## config.mk

```make
export PLATFORM = sky130hd
export DESIGN_NAME = dm_arbiter_flat
export DESIGN_NICKNAME = d
export VERILOG_FILES = /design/src/rtl/dm_arbiter_if.sv /design/src/rtl/dm_arbiter.sv /design/src/flat_wrapper.sv
export SDC_FILE = /design/constraint.sdc
export NUM_CORES = 1
export LEC_CHECK = 0
export CORE_ASPECT_RATIO = 1.2
export CORE_MARGIN = 10
export CORE_UTILIZATION = 41
export DETAILED_ROUTE_END_ITERATION = 6
export PLACE_DENSITY = 0.91
export RECOVER_POWER = 50
export SYNTH_ARGS = -nofsm -noshare
export SYNTH_HDL_FRONTEND = slang
export SYNTH_SLANG_ARGS = --single-unit
```

## constraint.sdc

```tcl
create_clock -name clock -period 5.75 [get_ports clock]
set_clock_uncertainty 0.1 [all_clocks]
set_input_delay 1.15 -clock clock [delete_from_list [all_inputs] [get_ports clock]]
set_output_delay 1.15 -clock clock [all_outputs]
set_load 0.05 [all_outputs]
```

## src/rtl/dm_arbiter_if.sv

```systemverilog
// Bundle of the two requester ports and the data-memory pins served by dm_arbiter.
// The arbiter connects through the slave modport; requesters and the memory
// model connect through the master modport.
interface dm_arbiter_if #(
  parameter int ADDR_WIDTH = 12,
  parameter int DATA_WIDTH = 32
);
  // CPU requester
  logic                  cpu_req;
  logic                  cpu_write;
  logic [ADDR_WIDTH-1:0] cpu_addr;
  logic [DATA_WIDTH-1:0] cpu_wdata;
  logic                  cpu_ack;
  logic [DATA_WIDTH-1:0] cpu_rdata;

  // DMA / debug loader requester
  logic                  dma_req;
  logic                  dma_write;
  logic [ADDR_WIDTH-1:0] dma_addr;
  logic [DATA_WIDTH-1:0] dma_wdata;
  logic                  dma_ack;
  logic [DATA_WIDTH-1:0] dma_rdata;

  // Data-memory pins and status
  logic                  dm_enable;
  logic                  dm_read;
  logic                  dm_write;
  logic [ADDR_WIDTH-1:0] dm_address;
  logic [DATA_WIDTH-1:0] dm_in;
  logic [DATA_WIDTH-1:0] dm_out;
  logic                  busy;
  logic                  owner;

  modport slave (
    input  cpu_req, cpu_write, cpu_addr, cpu_wdata,
    input  dma_req, dma_write, dma_addr, dma_wdata,
    input  dm_out,
    output cpu_ack, cpu_rdata, dma_ack, dma_rdata,
    output dm_enable, dm_read, dm_write, dm_address, dm_in,
    output busy, owner
  );

  modport master (
    output cpu_req, cpu_write, cpu_addr, cpu_wdata,
    output dma_req, dma_write, dma_addr, dma_wdata,
    output dm_out,
    input  cpu_ack, cpu_rdata, dma_ack, dma_rdata,
    input  dm_enable, dm_read, dm_write, dm_address, dm_in,
    input  busy, owner
  );
endinterface

```

## src/rtl/dm_arbiter.sv

```systemverilog
// Two-requester arbiter for the single data-memory port. The CPU has priority,
// a starvation counter forces a DMA grant after STARVE_LIMIT consecutive CPU
// grants with DMA waiting. Each access holds dm_enable for MEM_LATENCY cycles,
// then returns a one-cycle ack (with read data) to the owner.
module dm_arbiter #(
  parameter int ADDR_WIDTH   = 12,
  parameter int DATA_WIDTH   = 32,
  parameter int MEM_LATENCY  = 1,
  parameter int STARVE_LIMIT = 4
) (
  input  logic clock,
  input  logic reset,
  dm_arbiter_if.slave bus
);

  localparam int LAT_W    = (MEM_LATENCY > 1) ? $clog2(MEM_LATENCY) : 1;
  localparam int STARVE_W = $clog2(STARVE_LIMIT + 1);

  typedef enum logic [1:0] {
    IDLE   = 2'd0,
    ACCESS = 2'd1,
    DONE   = 2'd2
  } state_e;

  state_e                state_q, state_d;
  logic [LAT_W-1:0]      lat_cnt_q, lat_cnt_d;
  logic [STARVE_W-1:0]   starve_cnt_q, starve_cnt_d;
  logic                  owner_q, owner_d;
  logic                  busy_q, busy_d;
  logic                  dm_enable_q, dm_enable_d;
  logic                  dm_read_q, dm_read_d;
  logic                  dm_write_q, dm_write_d;
  logic [ADDR_WIDTH-1:0] dm_address_q, dm_address_d;
  logic [DATA_WIDTH-1:0] dm_in_q, dm_in_d;
  logic                  cpu_ack_q, cpu_ack_d;
  logic                  dma_ack_q, dma_ack_d;
  logic [DATA_WIDTH-1:0] cpu_rdata_q, cpu_rdata_d;
  logic [DATA_WIDTH-1:0] dma_rdata_q, dma_rdata_d;

  // Arbitration helpers, meaningful only in IDLE with a request present.
  logic                  grant_dma;
  logic                  win_write;
  logic                  starved;

  // Next-state, grant decision and registered-output values.
  always_comb begin
    // NOTE: every signal gets a default before the case so no path leaves it
    // unassigned; a missing default here would infer a latch.
    state_d      = state_q;
    lat_cnt_d    = lat_cnt_q;
    starve_cnt_d = starve_cnt_q;
    owner_d      = owner_q;
    busy_d       = busy_q;
    dm_enable_d  = dm_enable_q;
    dm_read_d    = dm_read_q;
    dm_write_d   = dm_write_q;
    dm_address_d = dm_address_q;
    dm_in_d      = dm_in_q;
    cpu_ack_d    = 1'b0;
    dma_ack_d    = 1'b0;
    cpu_rdata_d  = cpu_rdata_q;
    dma_rdata_d  = dma_rdata_q;
    starved      = (starve_cnt_q == STARVE_W'(STARVE_LIMIT));
    grant_dma    = bus.dma_req && (!bus.cpu_req || starved);
    win_write    = grant_dma ? bus.dma_write : bus.cpu_write;

    unique case (state_q)
      IDLE: begin
        if (bus.cpu_req || bus.dma_req) begin
          owner_d      = grant_dma;
          dm_address_d = grant_dma ? bus.dma_addr  : bus.cpu_addr;
          dm_in_d      = grant_dma ? bus.dma_wdata : bus.cpu_wdata;
          dm_enable_d  = 1'b1;
          dm_read_d    = !win_write;
          dm_write_d   = win_write;
          lat_cnt_d    = LAT_W'(MEM_LATENCY - 1);
          busy_d       = 1'b1;
          state_d      = ACCESS;
          // Count only CPU wins that made a waiting DMA requester wait longer.
          if (grant_dma || !bus.dma_req) begin
            starve_cnt_d = '0;
          end else if (!starved) begin
            starve_cnt_d = starve_cnt_q + 1'b1;
          end
        end
      end

      ACCESS: begin
        if (lat_cnt_q == '0) begin
          if (dm_read_q) begin
            if (owner_q) dma_rdata_d = bus.dm_out;
            else         cpu_rdata_d = bus.dm_out;
          end
          dm_enable_d = 1'b0;
          dm_read_d   = 1'b0;
          dm_write_d  = 1'b0;
          cpu_ack_d   = !owner_q;
          dma_ack_d   = owner_q;
          state_d     = DONE;
        end else begin
          lat_cnt_d = lat_cnt_q - 1'b1;
        end
      end

      DONE: begin
        busy_d  = 1'b0;
        state_d = IDLE;
      end

      default: begin
        busy_d  = 1'b0;
        state_d = IDLE;
      end
    endcase
  end

  // State and output registers; reset aborts any in-flight access.
  always_ff @(posedge clock or posedge reset) begin
    if (reset) begin
      state_q      <= IDLE;
      lat_cnt_q    <= '0;
      starve_cnt_q <= '0;
      owner_q      <= 1'b0;
      busy_q       <= 1'b0;
      dm_enable_q  <= 1'b0;
      dm_read_q    <= 1'b0;
      dm_write_q   <= 1'b0;
      dm_address_q <= '0;
      dm_in_q      <= '0;
      cpu_ack_q    <= 1'b0;
      dma_ack_q    <= 1'b0;
      cpu_rdata_q  <= '0;
      dma_rdata_q  <= '0;
    end else begin
      // NOTE: non-blocking assignments so every register updates from the
      // values present before this edge, independent of statement order.
      state_q      <= state_d;
      lat_cnt_q    <= lat_cnt_d;
      starve_cnt_q <= starve_cnt_d;
      owner_q      <= owner_d;
      busy_q       <= busy_d;
      dm_enable_q  <= dm_enable_d;
      dm_read_q    <= dm_read_d;
      dm_write_q   <= dm_write_d;
      dm_address_q <= dm_address_d;
      dm_in_q      <= dm_in_d;
      cpu_ack_q    <= cpu_ack_d;
      dma_ack_q    <= dma_ack_d;
      cpu_rdata_q  <= cpu_rdata_d;
      dma_rdata_q  <= dma_rdata_d;
    end
  end

  assign bus.cpu_ack    = cpu_ack_q;
  assign bus.cpu_rdata  = cpu_rdata_q;
  assign bus.dma_ack    = dma_ack_q;
  assign bus.dma_rdata  = dma_rdata_q;
  assign bus.dm_enable  = dm_enable_q;
  assign bus.dm_read    = dm_read_q;
  assign bus.dm_write   = dm_write_q;
  assign bus.dm_address = dm_address_q;
  assign bus.dm_in      = dm_in_q;
  assign bus.busy       = busy_q;
  assign bus.owner      = owner_q;

endmodule

```

## src/flat_wrapper.sv

```systemverilog
// flat-port wrapper written by rule: the top's interface ports become plain ports
module dm_arbiter_flat 
#(
  parameter int ADDR_WIDTH   = 12,
  parameter int DATA_WIDTH   = 32,
  parameter int MEM_LATENCY  = 1,
  parameter int STARVE_LIMIT = 4
)
  (clock, reset, bus_cpu_req, bus_cpu_write, bus_cpu_addr, bus_cpu_wdata, bus_dma_req, bus_dma_write, bus_dma_addr, bus_dma_wdata, bus_dm_out, bus_cpu_ack, bus_cpu_rdata, bus_dma_ack, bus_dma_rdata, bus_dm_enable, bus_dm_read, bus_dm_write, bus_dm_address, bus_dm_in, bus_busy, bus_owner);
  dm_arbiter_if #(.ADDR_WIDTH(ADDR_WIDTH), .DATA_WIDTH(DATA_WIDTH)) bus_i ();
  input  logic clock;
  input  logic reset;
  input wire logic [$bits(bus_i.cpu_req)-1:0] bus_cpu_req;
  input wire logic [$bits(bus_i.cpu_write)-1:0] bus_cpu_write;
  input wire logic [$bits(bus_i.cpu_addr)-1:0] bus_cpu_addr;
  input wire logic [$bits(bus_i.cpu_wdata)-1:0] bus_cpu_wdata;
  input wire logic [$bits(bus_i.dma_req)-1:0] bus_dma_req;
  input wire logic [$bits(bus_i.dma_write)-1:0] bus_dma_write;
  input wire logic [$bits(bus_i.dma_addr)-1:0] bus_dma_addr;
  input wire logic [$bits(bus_i.dma_wdata)-1:0] bus_dma_wdata;
  input wire logic [$bits(bus_i.dm_out)-1:0] bus_dm_out;
  output wire logic [$bits(bus_i.cpu_ack)-1:0] bus_cpu_ack;
  output wire logic [$bits(bus_i.cpu_rdata)-1:0] bus_cpu_rdata;
  output wire logic [$bits(bus_i.dma_ack)-1:0] bus_dma_ack;
  output wire logic [$bits(bus_i.dma_rdata)-1:0] bus_dma_rdata;
  output wire logic [$bits(bus_i.dm_enable)-1:0] bus_dm_enable;
  output wire logic [$bits(bus_i.dm_read)-1:0] bus_dm_read;
  output wire logic [$bits(bus_i.dm_write)-1:0] bus_dm_write;
  output wire logic [$bits(bus_i.dm_address)-1:0] bus_dm_address;
  output wire logic [$bits(bus_i.dm_in)-1:0] bus_dm_in;
  output wire logic [$bits(bus_i.busy)-1:0] bus_busy;
  output wire logic [$bits(bus_i.owner)-1:0] bus_owner;
  assign bus_i.cpu_req = bus_cpu_req;
  assign bus_i.cpu_write = bus_cpu_write;
  assign bus_i.cpu_addr = bus_cpu_addr;
  assign bus_i.cpu_wdata = bus_cpu_wdata;
  assign bus_i.dma_req = bus_dma_req;
  assign bus_i.dma_write = bus_dma_write;
  assign bus_i.dma_addr = bus_dma_addr;
  assign bus_i.dma_wdata = bus_dma_wdata;
  assign bus_i.dm_out = bus_dm_out;
  assign bus_cpu_ack = bus_i.cpu_ack;
  assign bus_cpu_rdata = bus_i.cpu_rdata;
  assign bus_dma_ack = bus_i.dma_ack;
  assign bus_dma_rdata = bus_i.dma_rdata;
  assign bus_dm_enable = bus_i.dm_enable;
  assign bus_dm_read = bus_i.dm_read;
  assign bus_dm_write = bus_i.dm_write;
  assign bus_dm_address = bus_i.dm_address;
  assign bus_dm_in = bus_i.dm_in;
  assign bus_busy = bus_i.busy;
  assign bus_owner = bus_i.owner;
  dm_arbiter #(.ADDR_WIDTH(ADDR_WIDTH), .DATA_WIDTH(DATA_WIDTH), .MEM_LATENCY(MEM_LATENCY), .STARVE_LIMIT(STARVE_LIMIT)) u_core (.clock(clock), .reset(reset), .bus(bus_i));
endmodule
```

; Word-level counts from Yosys, hierarchy flattened
; Cells that the tools add are included.
[classes]
n_shift = 0
n_lt_le_gt_ge = 0
add_sub_neg = 2
n_div = 0
muxes = 23
n_bitwise = 3
mul = 0
n_eq_ne = 5
reduce_logical = 18
[op_table]
columns = cell, n
row1 = $mux W32, 1
row2 = $mux W12, 1
row3 = $mux W1, 11
row4 = $pmux W1 S2, 5
row5 = $reduce_and A2 Y1, 4
row6 = $reduce_and A4 Y1, 2
row7 = $mux W3, 2
row8 = $reduce_and A3 Y1, 2
row9 = $logic_not A1 Y1, 4
row10 = $mux W2, 2
row11 = $ne A2 B2 Y1 const B, 2
row12 = $pmux W2 S2, 1
row13 = $add A3 B1 Y3 const B, 1
row14 = $eq A3 B3 Y1 const B, 1
row15 = $logic_or A1 B1 Y1, 3
row16 = $not A1 Y1, 3
row17 = $eq A2 B1 Y1 const B, 1
row18 = $logic_not A2 Y1, 1
row19 = $ne A2 B1 Y1 const B, 1
row20 = $reduce_bool A2 Y1, 1
row21 = $logic_and A1 B1 Y1, 1
row22 = $sub A1 B1 Y1 const B, 1
[totals]
word_cells = 65
ram_bits = 0
romBits = 0
input_bits = 126
latch_bits = 0
regBits = 121
output_inout_bits = 115
n_memories = 0

; Longest topological paths before layout
; Gate-level depths: netlist of run 1.
[depth]
ltp_word = 7
mapped_depth = 8
mapped_depth_nobuf = 5

; Worst setup path after synthesis of run 1
; No wires, ideal clock.
[synth_timing]
path_kind = input-to-reg
from = in bus_dma_req
to = reg u_core.starve_cnt_q[2]
cell_stages = 7
arrival_ns = 2.088
setup_time_ns = 0.122
path_slack_ns = 3.441
n_path_buf = 3
required_ns = 5.528
path_cell_list = buf_2 or2_1 buf_6 nand2_4 inv_2 buf_6 a32o_1
[synth_between]
elab_chain_len = 4
word_cells_on_any_way = 7
classes_between = eq/ne (1) / mux (1) / reduce/logical (5)
[synth_lines]
columns = item, line
row1 = "start, declared", flat_wrapper.sv:17  ; input wire logic [$bits(bus_i.dma_req)-1:0] bus_dma_req;
row2 = $logic_and A1 B1 Y1 / $logic_not A1 Y1 (equally long branches), "dm_arbiter.sv:64, dm_arbiter.sv:80"
row3 = $logic_or A1 B1 Y1, dm_arbiter.sv:80  ; if (grant_dma || !bus.dma_req) begin
row4 = $ne A2 B2 Y1 (no source line), --
row5 = $reduce_and A3 Y1 (no source line), --
row6 = "end signal, assigned", dm_arbiter.sv:139  ; starve_cnt_q <= starve_cnt_d;
row7 = "end, declared", dm_arbiter.sv:27  ; logic [STARVE_W-1:0] starve_cnt_q, starve_cnt_d;
; Parallel ways exist; a longest one is shown, timed or not.
; A chain may end at the register's enable or synchronous reset.

==> summary.md, run 1 <==
| Metric | Value |
|---|---|
| Outcome | complete, but fails checks |
| Failing checks | capacitance limit, slew limit |
| Worst reg-to-reg setup slack | 2.79 ns |
| Comb pwr share | 55.3% |
| Final Hold Vio Count | 0 |
| Deepest clock path buffer count | 2 |
| Rel. slew slack | -115.8% |
| Final net count | 789 |
| Final wirelength | 17380 um |
| Detail Route Antenna Nets | 0 |
| Sink Count | 120 |
| Synth Warn # | 0 |
| Worst-path clk slew | 0.06 ns |
| Vias in the first global route | 4811 |
| GRT overflow | 0 |
| Internal power | 0.003049 W |
| Final hold slack | 0.3857 ns |
| Setup bufs post-CTS | 0 |
| Worst Path Required | 6.15 ns |
| Count leader, synth | dfrtp_1 |
| Hold Path End | u_core.bus.dm_enable |
| Cell area after placement | 7567 um2 |
| Die X | 122.3 um |
| # IOs | 241 |
| CTS tree | done |
| GPL Wtd Cong | 0.8244 |
| Cell Area, Synth | 5146 um2 |
| Antenna violations before repair | 1 |
| Tightest Hold Check Type | reg -> reg |
| Met3 wire length | 1923 um |
| Crit-path cells | dlygate4sd3_1 -> clkinvlp_2 -> buf_4 |
| Yosys cell types | 35 |
| Row cnt | 44 |
| Fin Setup TNS | 0 ns |
| Dpl hpwl | 12650 um |
| CTS H-tree depth | 4 |
| Crit path max fanout | 73 |
| Seq cells post-synth | 120 |
| Hold path start | u_core.bus.dm_enable |
| Starting Density | 42.11% |
| FF-to-FF path depth | 4 |
| Syn nets | 570 |
| Max incr delay on CP | 1.81 ns |
| Switching Share | 47.48% |
| Core box area | 12220 um2 |
| Largest net degree at the start of global routing | 74 |
| Root Driver | clkbuf_16 |
| Clock latency on the worst-skew pair | 0.40 ns |
| RR Startpoint | u_core.state_q[1] |
| Drt drc | 0 |
| Total power draw | 0.005806 W |
| Final setup fails | 0 |
| Max Slew Vio Count | 140 |
| Clock period minus worst slack | 3.923 ns |
| Post-synth EDFFs | 0 |
| Via count | 4572 |
| Final core occ | 66.71% |
| Routed met2 length | 8632 um |
| Crit Path Category | in -> async |
| 1st-pass router iterations | 6 |
| Die Span Y | 142.7 um |
| Sw Pwr | 0.002757 W |
| DR vias/cell | 5.475 |
| RSZ-0062 raised after global routing | false |
| First-pass GRT wire length | 26520 um |
| Pwr dens | 712.2 nW/um2 |
| TritonCTS Buffers | 17 |
| Die area | 17450 um2 |
| Top cells by count, synth | dfrtp_1, mux2_2, a21oi_1 |
| Max IR drop VDD | 0.0004351 V |
| CP Launch Type | primary input |
| Total leakage power | 3.246 nW |
| Share of cells above drive strength 1 | 14.71% |
| Hold_buf cts | 0 |
| Post-CTS resize count | 0 |
| Initial drt markers | 369 |
| Sequential share of power | 26.3% |
| Worst setup EP type | async pin |
| Top cell type's share of synthesized area | 58.35% |
| Worst-margin pin slew | 3.220 ns |
| Crit share post-route | 68.22% |
| Post-route design area | 8153 um2 |
| Port bufs | 240 |
| Asr flop ratio synth | 100.0% |
| Max cap viols | 3 |
| Hold Path Depth | 2 |
| GR Util All Layers | 19.24% |
| Area grow syn2layout | 58.42% |
| Routed wire length per instance | 20.82 um |
| Post-Synthesis Cells | 442 |
| Wl on met1 | 6655 um |
| Cell taking the most area after synthesis | dfrtp_1 |
| Synth top area cells | dfrtp_1, mux2_2, a31oi_1 |
| Max layer used | met4 |
| Crit path DAT | 4.32 ns |
| Crit-path slowest cell | clkinvlp_2 |
| Synthesized area per cell | 11.64 um2 |
| Top FF cell, synth | dfrtp_1 |
| Power share of the clock group | 18.4% |
| F_max | 254.9 MHz |
| Sequential share of the synthesized area | 58.35% |
| Reg-to-reg endpoint | u_core.bus.dma_rdata[19] |
[layer usage]
metal	vias to the layer above	track usage (%)
li1	2065	-
met1	2229	21.28
met2	259	33.43
met3	19	7.811
met4	0	5.031
met5	-	0
[critical path, delay by kind of cell]
family | cells | cell delay (ns)
buf+inv | 3 | 3.09
[stage by stage]
step / cells / setup WS [ns]
floorplan: 442 / 1.314
global placement: 803 / 1.993
detailed placement: 803 / 1.811
CTS: 834 / 2.241
global route: 834 / 1.304
finish: 835 / 1.827
[state kept, by name, indices dropped and copies added, names as in the netlist, 2 cells and up]
register and cells:
u_core.bus.dma_rdata 32, u_core.bus.cpu_rdata 32, u_core.bus.dm_in 32, u_core.starve_cnt_q 3
u_core.state_q 2, u_core.bus.dm_address 12
[cells in the final DEF (no fill, tap or decap), types with 2 or more instances in the layout]
master / Yosys / final
clkinv_4: 0 / 4
inv_1: 5 / 5
o21ai_0: 43 / 43
inv_6: 0 / 2
nand3_1: 44 / 45
a31oi_1: 44 / 44
mux2_1: 5 / 7
nand2_1: 2 / 2
inv_2: 3 / 2
mux2_2: 59 / 57
clkbuf_16: 0 / 17
nor2_1: 3 / 3
clkinvlp_4: 0 / 3
ha_1: 2 / 2
o311ai_0: 2 / 2
a21oi_1: 45 / 45
bufinv_16: 0 / 3
nand4_1: 2 / 2
clkinv_2: 0 / 2
clkdlybuf4s50_1: 0 / 238
dfrtp_1: 120 / 120
o21ai_1: 5 / 5
[cells by family (layout without fill, tap and decap cells)]
family,Yosys count,in the layout,synth area share [%]
fa+ha+maj,2,2,0.4862
mux,64,64,14.00
compound gates,145,145,15.78
other cells,0,1,0
buf+inv,50,281,4.814
flops,120,120,58.35
simple gates,61,61,6.565
[power by group through the flow]
| stage | registers [W] | logic (W) | clock network [W] |
|---|---|---|---|
| after floorplan | 0.00292 | 0.000687 | 0 |
| after global placement | 0.00150 | 0.00317 | 0 |
| after detailed placement | 0.00153 | 0.00324 | 0 |
| after CTS | 0.00153 | 0.00325 | 0.00109 |
| after global routing | 0.00157 | 0.00336 | 0.00113 |
| final | 0.00153 | 0.00321 | 0.00107 |
[worst max path at each step]
stage | start | end | slack [ns] | cells after the start
after floorplan | reset | u_core.bus.busy | 1.31 | 1
after global placement | bus_dma_req | u_core.starve_cnt_q[2] | 1.99 | 5
after detailed placement | bus_dma_req | u_core.bus.dm_address[5] | 1.81 | 5
after CTS | bus_dma_req | u_core.bus.dm_in[1] | 2.24 | 5
after global routing | reset | u_core.bus.dma_rdata[8] | 1.30 | 3
final | reset | u_core.bus.cpu_rdata[16] | 1.83 | 3
[final cells by class]
class                           count  area (um2)
Antenna cell                        1       2.502
Clock buffer                       17       425.4
Clock inverter                     14       175.2
Fill cell                         891        4069
Inverter                            8       31.28
Multi-Input combinational cell    272        1906
Sequential cell                   120        3003
Tap cell                          161       201.4
Timing Repair Buffer              242        2409
(Power assumes the default switching activity.)
==> run 2: changes to the inputs <==
- clock period: 5.75 -> 3.9 ns (I/O delays scaled with it)
==> summary.md, run 2 (same netlist as run 1, synthesis figures left out) <==
| Metric | Value |
|---|---|
| Outcome | complete, but fails checks |
| Failing checks | capacitance limit, slew limit |
| Crit-path slowest cell | nand3_1 |
| Crit path DAT | 3.15 ns (-1.17 ns) |
| Largest net degree at the start of global routing | 50 (-32%) |
| Vias in the first global route | 4875 (+1.3%) |
| Hold Path Depth | 1 (-1) |
| Setup bufs post-CTS | 0 (unchanged) |
| CP Buf/Inv Count | 1 (-2) |
| Most common cell after layout, fill and taps aside | clkdlybuf4s50_1 |
| Clock latency on the worst-skew pair | 0.40 ns (about the same) |
| First-pass GRT wire length | 27110 um (+2.2%) |
| GRT overflow | 0 (unchanged) |
| Cell area after placement | 7639 um2 (+0.94%) |
| Row cnt | 44 (unchanged) |
| Detail Route Antenna Nets | 0 (unchanged) |
| GR Util All Layers | 19.63% (+0.39 points) |
| CP top delay family | simple AND/OR/NAND/NOR gates |
| CTS tree | done |
| Core box area | 12220 um2 (unchanged) |
| RSZ-0062 raised after global routing | false |
| Final net count | 795 (+0.76%) |
| Post-Place Cells | 809 (+0.75%) |
| Fin Setup TNS | 0 ns (unchanged) |
| Routed wire length per instance | 20.91 um (+0.43%) |
| Hold Path End | u_core.bus.cpu_rdata[23] |
| Max layer used | met4 |
| Dpl ws | 1.146 ns (-0.6641 ns) |
| Final hold slack | 0.3897 ns (+0.004046 ns) |
| Sink Count | 120 (unchanged) |
| GPL Wtd Cong | 0.8219 (-0.30%) |
| Worst reg-to-reg setup slack | 0.93 ns (-1.86 ns) |
| Starting Density | 42.11% (unchanged) |
| Final wirelength | 17590 um (+1.2%) |
| 1st-pass router iterations | 5 (-1) |
| Crit Path Category | reg -> reg |
| Total leakage power | 3.272 nW (+0.82%) |
| Crit share post-route | 76.21% |
| Tightest Hold Check Type | reg -> reg |
| F_max | 336.4 MHz |
| Worst Path Required | 4.07 ns (-2.08 ns) |
| Clock period minus worst slack | 2.972 ns |
| Post-route design area | 8177 um2 (+0.29%) |
| Worst-path clk slew | 0.06 ns (about the same) |
| Die Span Y | 142.7 um (unchanged) |
| Die area | 17450 um2 (unchanged) |
| FF-to-FF path depth | 4 (unchanged) |
| DR vias/cell | 5.422 (-0.97%) |
| Die X | 122.3 um (unchanged) |
| Antenna violations before repair | 0 (-1) |
| Hold path start | u_core.bus.cpu_rdata[23] |
| Max Slew Vio Count | 109 (-22%) |
| Drt drc | 0 (unchanged) |
| Share of cells above drive strength 1 | 15.29% (+0.58 points) |
| Final Hold Vio Count | 0 (unchanged) |
| Post-CTS resize count | 0 (unchanged) |
| Max incr delay on CP | 1.11 ns (-0.70 ns) |
| Area grow syn2layout | 58.89% |
| Reg-to-reg endpoint | u_core.bus.dma_rdata[4] |
| Met3 wire length | 1763 um (-8.3%) |
| Rel. slew slack | -31.90% (+84 points) |
| Via count | 4560 (-0.26%) |
| Finished Layout Cells | 841 (+0.72%) |
| Initial drt markers | 242 (-34%) |
| Commonest non-fill, non-tap cells in the layout | clkdlybuf4s50_1, dfrtp_1, mux2_2, nand3_1, a21oi_1 |
| RR Startpoint | u_core.state_q[1] |
| Worst-margin pin slew | 1.968 ns (-1.252 ns) |
| Final setup fails | 0 (unchanged) |
| Crit path max fanout | 32 (-56%) |
| Hold_buf cts | 0 (unchanged) |
| # IOs | 241 (unchanged) |
| N_diodes | 0 (-1) |
| Pwr dens | 1040 nW/um2 (+46%) |
| CTS H-tree depth | 4 (unchanged) |
| Max cap viols | 3 (unchanged) |
| Max IR drop VDD | 0.0005836 V (+34%) |
| TritonCTS Buffers | 17 (unchanged) |
| Routed met2 length | 8618 um (-0.16%) |
| Setup WS post-layout | 0.9277 ns (-0.8996 ns) |
| Port bufs | 240 (unchanged) |
| Wl on met1 | 6886 um (+3.5%) |
| Crit-path cells | nand2b_1 -> inv_1 -> nand3_1 -> mux2_1 |
| Worst setup EP type | flip-flop |
| Deepest clock path buffer count | 2 (unchanged) |
| Root Driver | clkbuf_16 |
| CP Launch Type | flip-flop |
| Dpl hpwl | 13010 um (+2.8%) |
[run 2: power breakdown]
group	switching [W]	internal, W
sequential	0.000379	0.00188
clock	0.000564	0.000943
combinational	0.00311	0.00163
[run 2: area by class of cell]
type	instances	area (um2)
clock buffers	18	429.2
clock inverters	14	150.1
fillers	928	4045
inverters	8	31.28
multi-input cells	272	1898
flip-flops and latches	120	3003
well taps	161	201.4
repair buffers	248	2464
[run 2: layer usage]
metal	track usage, %	up-vias
met5	0	-
met3	7.653	24
met4	6.398	0
met1	21.96	2216
li1	-	2080
met2	33.46	240
[run 2: worst max-delay path by stage]
| stage | start | to | cells after the start |
|---|---|---|---|
| 5_1_grt | reset | u_core.bus.dm_in[4] | 3 |
| 2_1_floorplan | reset | u_core.bus.busy | 1 |
| 3_3_place_gp | bus_cpu_req | u_core.bus.dm_address[2] | 5 |
| 4_1_cts | u_core.bus.owner | bus_owner | 1 |
| 3_5_place_dp | bus_cpu_req | u_core.bus.dm_in[7] | 5 |
| 6_report | u_core.state_q[1] | u_core.bus.dma_rdata[4] | 4 |
[run 2: per-stage QoR]
| stage | power, W | utilization, % |
|---|---|---|
| finish | 0.008500 | 66.90 |
| global route | 0.008884 | 66.90 |
| CTS | 0.008606 | 67.24 |
| detailed placement | 0.007060 | 62.50 |
| global placement | 0.006910 | 62.50 |
| floorplan | 0.005322 | - |
==> run 3: changes to the inputs <==
- CORE_UTILIZATION: 41 -> 37
- PLACE_DENSITY: 0.91 -> 0.87
- clock period: 3.9 -> 2.41 ns (I/O delays scaled with it)
==> summary.md, run 3 (same netlist as run 1, synthesis figures left out) <==
| Metric | Value |
|---|---|
| Max cap viols | 0 (-3) |
| Die X | 127.7 um (+4.4%) |
| Largest net degree at the start of global routing | 54 (+8.0%) |
| Routed wire length per instance | 20.22 um (-3.3%) |
| GRT overflow | 0 (unchanged) |
| Max IR drop VDD | 0.001059 V (+82%) |
| Clock period minus worst slack | 2.328 ns |
| Worst Path Required | 1.83 ns (-2.24 ns) |
| Final setup fails | 0 (unchanged) |
| Hold_buf cts | 0 (unchanged) |
| Total leakage power | 3.315 nW (+1.3%) |
| Final wirelength | 17350 um (-1.4%) |
| Vias in the first global route | 5144 (+5.5%) |
| CP endpoint | bus_owner |
| F_max | 429.5 MHz |
| Crit-path slowest cell | clkdlybuf4s50_1 |
| Clock latency on the worst-skew pair | 0.39 ns (about the same) |
| Deepest clock path buffer count | 2 (unchanged) |
| Max incr delay on CP | 0.88 ns (-0.23 ns) |
| Area grow syn2layout | 60.95% |
| CTS tree | done |
| Initial drt markers | 357 (+48%) |
| Crit path max fanout | 6 (-81%) |
| Die Span Y | 149.2 um (+4.5%) |
| Most common cell after layout, fill and taps aside | clkdlybuf4s50_1 |
| Pwr dens | 1674 nW/um2 (+61%) |
| Worst-path clk slew | 0.05 ns (about the same) |
| Tightest Hold Check Type | reg -> reg |
| Sequential cell area | 3003 um2 (unchanged) |
| 1st-pass router iterations | 5 (unchanged) |
| Post-route design area | 8283 um2 (+1.3%) |
| Total power draw | 0.01386 W (+63%) |
| CP Buf/Inv Count | 1 (unchanged) |
| Root Driver | clkbuf_16 |
| Share of cells above drive strength 1 | 16.18% (+0.89 points) |
| Via count | 4652 (+2.0%) |
| Commonest non-fill, non-tap cells in the layout | clkdlybuf4s50_1, dfrtp_1, mux2_2, a21oi_1 |
| Gr busiest metal | met2 |
| Grt met2 use | 28.99% (-4.5 points) |
| CP Depth | 1 (-3) |
| Core box area | 13700 um2 (+12%) |
| Worst reg-to-reg setup slack | 0.23 ns (-0.70 ns) |
| DR vias/cell | 5.422 (about the same) |
| RSZ-0062 raised after global routing | false |
| GPL Wtd Cong | 0.8138 (-0.99%) |
| Worst-margin pin slew | 0.9807 ns (-0.9870 ns) |
| Crit share post-route | 96.61% |
| Outcome | finished clean |
| Crit Path Category | reg -> out |
| RR Startpoint | u_core.state_q[1] |
| Row cnt | 47 (+6.8%) |
| Starting Density | 37.56% (-4.5 points) |
| Rel. slew slack | 34.62% (+67 points) |
| Final net count | 801 (+0.75%) |
| CP top delay family | buffers and inverters |
| Met1 usage | 19.32% (-2.6 points) |
| First-pass GRT wire length | 27040 um (-0.25%) |
| Fin Setup TNS | 0 ns (unchanged) |
| GR Util All Layers | 17.60% (-2.0 points) |
| FF-to-FF path depth | 5 (+1) |
| CTS H-tree depth | 4 (unchanged) |
| Worst Setup SP | u_core.bus.owner |
| Sink Count | 120 (unchanged) |
| Max Slew Vio Count | 0 (-100%) |
| Fillers | 1132 (+22%) |
| Setup bufs post-CTS | 0 (unchanged) |
| Final Hold Vio Count | 0 (unchanged) |
| Reg-to-reg endpoint | u_core.bus.dma_rdata[24] |
| Multi-input gate area | 1911 um2 (+0.66%) |
| Hold Path Depth | 2 (+1) |
| Dpl hpwl | 13070 um (+0.51%) |
| Detail Route Antenna Nets | 0 (unchanged) |
| TritonCTS Buffers | 17 (unchanged) |
| Post-CTS resize count | 0 (unchanged) |
| M3 GR Usage | 8.286% (+0.63 points) |
| Drt drc | 0 (unchanged) |
| CP Launch Type | flip-flop |
| Antenna violations before repair | 1 (+1) |
| Port bufs | 240 (unchanged) |
| Worst setup EP type | output pin |
| Die area | 19050 um2 (+9.1%) |
| Final hold slack | 0.3940 ns (+0.004255 ns) |
| # IOs | 241 (unchanged) |
| Crit-path cells | clkdlybuf4s50_1 |
| Final core occ | 60.45% (-6.5 points) |
| Crit path DAT | 1.75 ns (-1.40 ns) |
| Cell area after placement | 7746 um2 (+1.4%) |
run 3: cell count changes in the layout (fill, tap and decap cells not counted), sizes merged:
cell / before / now
clkbuf: 20 / 23
clkinvlp: 4 / 2
buf: 7 / 10
inv: 9 / 12
clkinv: 7 / 6
diode: 0 / 1
run 3: cell type report:
class | count | area share [%]
Clock buffer | 18 | 5.181
Antenna cell | 1 | 0.03021
Inverter | 8 | 0.3776
Tap cell | 171 | 2.583
Multi-Input combinational cell | 272 | 23.07
Sequential cell | 120 | 36.25
Timing Repair Buffer | 254 | 30.51
Clock inverter | 14 | 1.994
run 3: worst register-to-register path, stage by stage, from the launching register on:
cell and delay [ns]:
dfrtp_1 0.44, nand2b_1 0.25, inv_1 0.13, nand3_2 0.09, buf_2 0.62, mux2_2 0.44
run 3: worst min path at each step:
stage,slack [ns],startpoint,to
after floorplan,0.41,u_core.state_q[1],u_core.bus.busy
after global placement,0.37,u_core.bus.cpu_rdata[21],u_core.bus.cpu_rdata[21]
after detailed placement,0.39,u_core.bus.cpu_rdata[21],u_core.bus.cpu_rdata[21]
after CTS,0.32,reset,u_core.bus.cpu_rdata[1]
after global routing,0.42,u_core.bus.cpu_rdata[8],u_core.bus.cpu_rdata[8]
final,0.39,u_core.bus.dm_enable,u_core.bus.dm_enable
run 3: where the power goes:
group / internal (W) / switching (W) / total [W]
clock network: 0.00155 / 0.000961 / 0.00251
logic: 0.00267 / 0.00505 / 0.00771
registers: 0.00303 / 0.000601 / 0.00363
run 3: routing by layer:
metal | vias to the layer above | wire length, um
li1 | 2091 | -
met1 | 2283 | 6687
met2 | 246 | 8387
met3 | 32 | 1852
met4 | 0 | 419
met5 | - | 0
run 3: per-stage QoR:
step	worst slack, ns	std cells
2_1_floorplan	0.3587	442
3_3_place_gp	0.3570	825
4_1_cts	0.05918	857
3_5_place_dp	0.1972	825
6_report	0.08179	858
5_1_grt	0.003902	858
